[src/rtl/pattern_reader.sv]
// pattern_reader: detects a programmable BLANK-framed symbol sequence on bits, pulsing match per occurrence.
// Optional saturating match counter enabled by defining PATTERN_READER_COUNT_EN.
module pattern_reader #(
   parameter int                           SYM_W   = 2,
   parameter int                           MAX_LEN = 8,
   parameter logic [SYM_W-1:0]             BLANK   = '0,
   parameter int                           DEF_LEN = 1,
   parameter logic [MAX_LEN*SYM_W-1:0]     DEF_PAT = 3,
   parameter int                           CNT_W   = 8
) (
   input  logic                             clk,
   input  logic                             restart,
   input  logic [SYM_W-1:0]                 bits,
   input  logic                             pat_load,
   input  logic [$clog2(MAX_LEN+1)-1:0]     pat_len,
   input  logic [MAX_LEN*SYM_W-1:0]         pat_data,
   output logic                             match,
   output logic                             bad_load,
   output logic [CNT_W-1:0]                 match_cnt
);
   localparam int LW = $clog2(MAX_LEN+1);
   typedef enum logic {WAIT_BLANK, TRACK} state_t;
   state_t                         state;
   logic [MAX_LEN-1:0][SYM_W-1:0]  pat;
   logic [LW-1:0]                  len, pos;
   logic [SYM_W-1:0]               cur;
   logic                           ok, hit;
   always_comb begin
      cur = BLANK;
      for (int k = 0; k < MAX_LEN; k++)
         if (pos == LW'(k)) cur = pat[k];
   end
   assign ok  = pat_len != '0 && pat_len <= LW'(MAX_LEN);
   assign hit = !restart && !pat_load && state == TRACK && pos == len && bits == BLANK;
   always_ff @(posedge clk) begin
      if (restart) begin
         state    <= WAIT_BLANK;
         pos      <= '0;
         pat      <= DEF_PAT;
         len      <= LW'(DEF_LEN);
         match    <= 1'b0;
         bad_load <= 1'b0;
      end else begin
         match    <= hit;
         bad_load <= pat_load && !ok;
         if (pat_load) begin
            if (ok) begin
               pat   <= pat_data;
               len   <= pat_len;
               state <= WAIT_BLANK;
               pos   <= '0;
            end
         end else if (state == WAIT_BLANK) begin
            if (bits == BLANK) begin
               state <= TRACK;
               pos   <= '0;
            end
         end else if (pos != len) begin
            // pattern compare has priority, so BLANK may appear inside a pattern
            if (bits == cur) pos <= pos + 1'b1;
            else if (bits == BLANK) pos <= '0;
            else state <= WAIT_BLANK;
         end else if (bits == BLANK) begin
            pos <= '0;
         end else begin
            state <= WAIT_BLANK;
         end
      end
   end
`ifdef PATTERN_READER_COUNT_EN
   logic [CNT_W-1:0] cnt;
   always_ff @(posedge clk) begin
      if (restart || (pat_load && ok)) cnt <= '0;
      else if (hit && cnt != '1) cnt <= cnt + 1'b1;
   end
   assign match_cnt = cnt;
`else
   assign match_cnt = '0;
`endif
endmodule

[config.mk]
export PLATFORM = sky130hd
export DESIGN_NAME = pattern_reader
export DESIGN_NICKNAME = d
export VERILOG_FILES = /design/src/rtl/pattern_reader.sv
export SDC_FILE = /design/constraint.sdc
export NUM_CORES = 1
export LEC_CHECK = 0
export CAP_MARGIN = 20
export CORE_ASPECT_RATIO = 1.4
export CORE_UTILIZATION = 49
export DETAILED_ROUTE_END_ITERATION = 8
export HOLD_SLACK_MARGIN = 0.12
export PLACE_DENSITY = 0.75
export SYNTH_ARGS = -nofsm -noshare
export SYNTH_HDL_FRONTEND = slang
export SYNTH_SLANG_ARGS = --single-unit
[constraint.sdc]
create_clock -name clk -period 3.3 [get_ports clk]
set_input_delay 0.33 -clock clk [delete_from_list [all_inputs] [get_ports clk]]
set_output_delay 0.33 -clock clk [all_outputs]
set_load 0.01 [all_outputs]
==> results_dict.tcl <==
set metrics [dict create \
    power_density_nw_per_um2 365 \
    drc 0 \
    required_ps 3530 \
    overflow 0 \
    vdd_drop_max_v 0.000308 \
    synth_compound_area_share_pct 21.1 \
    wl_per_cell_um 13.1 \
    cts_htree_levels 1 \
    dieArea_sq_um 3330 \
    drive_gt1_share_pct 6.67 \
    cts.path.max_buffers 2 \
    viasPerCell 5.46 \
    grt_max_degree 24 \
    clock_power_share_pct 30.1 \
    finalCritPeriodShare_pct 84.0 \
    p_sw_w 0.000172 \
    worst-path-max-fanout 8 \
    dp_hpwl_um 2460 \
    synth_top_family_by_area "simple AND/OR/NAND/NOR gates" \
    antennaDiodeCount 0 \
    drv_cap 0 \
    track_usage_pct 22.3 \
    ys_warn_count 0 \
    fin_worst_skew_ps 9.99 \
    hold_viol 0 \
    gp_congestion 0.810 \
    drtPass1Iterations 4 \
    postCtsSetupBuffers 0 \
    criticalPathCategory "reg -> reg" \
    synth_edf_count 0 \
    grt_pass1_vias 1263 \
    seqPwrFrac_pct 53.4 \
    ctsResizeCount 0 \
    clkSinkCount 27 \
    placed_cell_area_sq_um 1750 \
    layout_common_cells "47 x nand2_1, 27 x dfxtp_1, 26 x clkdlybuf4s50_1" \
    initial_core_util_pct 52.3 \
    maxSlewHeadroom_pct 48.9 \
    cts_tree "built" \
    async_flop_share_pct 0 \
    fmax_ghz 0.361 \
    status "finished, final reports clean" \
    synthFlopType "dfxtp_1" \
    drt_first_iter_violations 43 \
    fin_nets 240 \
    synth_cell_types 45 \
    root_buffer "clkbuf_8" \
    p_sw_share_pct 26.2 \
    synthMuxAreaShare_pct 0.659 \
    final_common_cell "nand2_1" \
    io_pins 35 \
    start_kind "register" \
    holdBufCountCts 0 \
    final_cell_area_sq_um 1800 \
    fp.dieW_um 49.1 \
    vias 1348 \
    clkLatencyLatePin_ps 280 \
    path_clk_slew_ps 100 \
    rows 23 \
    rsz0062_at_grt "no" \
    syn_inst 190 \
    synthesis.area_sq_um 1520 \
    synthXorXnorAreaFrac_pct 3.46 \
    synthSimpleGateAreaFrac_pct 27.3 \
    synthAdderAreaFrac_pct 3.29 \
    numCtsBuffers 3 \
    wl_um 3230 \
    drtAntennaViolNets 0 \
    hp-class "reg -> reg" \
    setup_viol 0 \
    finalCriticalPeriod_ps 2770 \
    slew_viol_final 0 \
    end_kind "register" \
    die_y_um 67.9 \
    whs_ps 470 \
    grt_pass1_wl_um 5690 \
    p_leak_nw 0.673 \
    cp.arrival_ps 3010 \
    p_int_w 0.000484 \
    syn_area_per_cell_sq_um 7.99 \
    tightest_slew_ps 764 \
    port_buffers 26 \
    worst-r2r-setup-slack_ps 530 \
    combPwrFrac_pct 16.5 \
    syn_to_final_growth_pct 18.4 \
    antenna_found_initial 0 \
    ys_seq_area_share_pct 35.6 \
    ys_seq_elements 27 \
    coreArea_sq_um 2910 \
    finalSetupTns_ps 0 \
]
-- path summary, 6_finish.rpt --
path | start | endpoint | cells past startpoint
min reg2reg | pat[5] | pat[5] | 2
min | pat[5] | pat[5] | 2
max reg2reg | pos[1] | pos[3] | 9
max | pos[1] | pos[3] | 9
-- cell usage after synthesis, types with 2 or more instances --
cell type,n,area share (%)
a32oi_1,3,1.7
and2_1,2,0.82
nand3_1,2,0.66
dfxtp_1,27,36
xnor2_1,6,3.5
nor3b_1,2,0.99
nand3b_1,4,2.0
buf_4,8,4.0
nor2b_1,3,1.2
o21ai_0,4,1.3
buf_2,2,0.66
inv_1,6,1.5
nand2b_1,2,0.82
nor3_1,5,1.6
nor2_1,8,2.0
clkbuf_1,6,1.5
o311a_1,2,1.3
a21oi_1,18,5.9
nand2_1,47,12
ha_1,4,3.3
a21o_1,3,1.5
a211oi_1,3,1.5
-- registers in the layout, indices dropped and copies added (netlist names) --
register  flops
bad_load      1
pat          16
match         1
pos           4
state         1
len           4
-- kinds of logic (layout without fill, tap and decap cells) --
group,after synthesis,in the layout
simple gates,83,83
other cells,1,8
fa+ha+maj,4,4
xor+xnor,6,6
mux,1,1
flops,27,27
compound gates,45,45
buf+inv,23,36
-- area by class of cell --
type                    count  area [sq um]
flip-flops and latches     27           541
fillers                   272          1110
clock inverters             1          8.76
well taps                  37          46.3
inverters                   6          22.5
clock buffers               3          41.3
repair buffers             26           260
multi-input cells         147           878
-- worst max-delay path, stage by stage (launching register included) --
cell and delay (ps):
dfxtp_1 460, inv_1 100, ha_1 290, nor3b_1 180, o311a_1 340, a311o_1 370, xnor2_1 170, nor3b_2 350
nor4bb_1 330, a211o_1 130
-- layer usage --
layer	up-vias	global-route usage, %	share of wire [%]
met1	615	27.2	44
met4	0	9.56	1.5
met2	42	38.9	50
li1	685	-	-
met5	-	0	0
met3	6	3.56	5.0
-- power groups by stage --
stage / sequential (W) / clock, W / combinational [W]
floorplan: 0.000355 / 0 / 0.0000720
global placement: 0.000358 / 0 / 0.000104
detailed placement: 0.000358 / 0 / 0.000108
CTS: 0.000350 / 0.000204 / 0.000108
global route: 0.000353 / 0.000211 / 0.000121
finish: 0.000351 / 0.000198 / 0.000108
-- stage by stage --
stage,util [%],power [W],setup WS (ps),cells
2_1_floorplan,-,0.000427,738,197
3_3_place_gp,60.1,0.000461,678,243
3_5_place_dp,60.1,0.000466,568,243
4_1_cts,61.9,0.000662,558,247
5_1_grt,61.9,0.000685,291,247
6_report,61.9,0.000657,528,247
(Power assumes the default switching activity.)
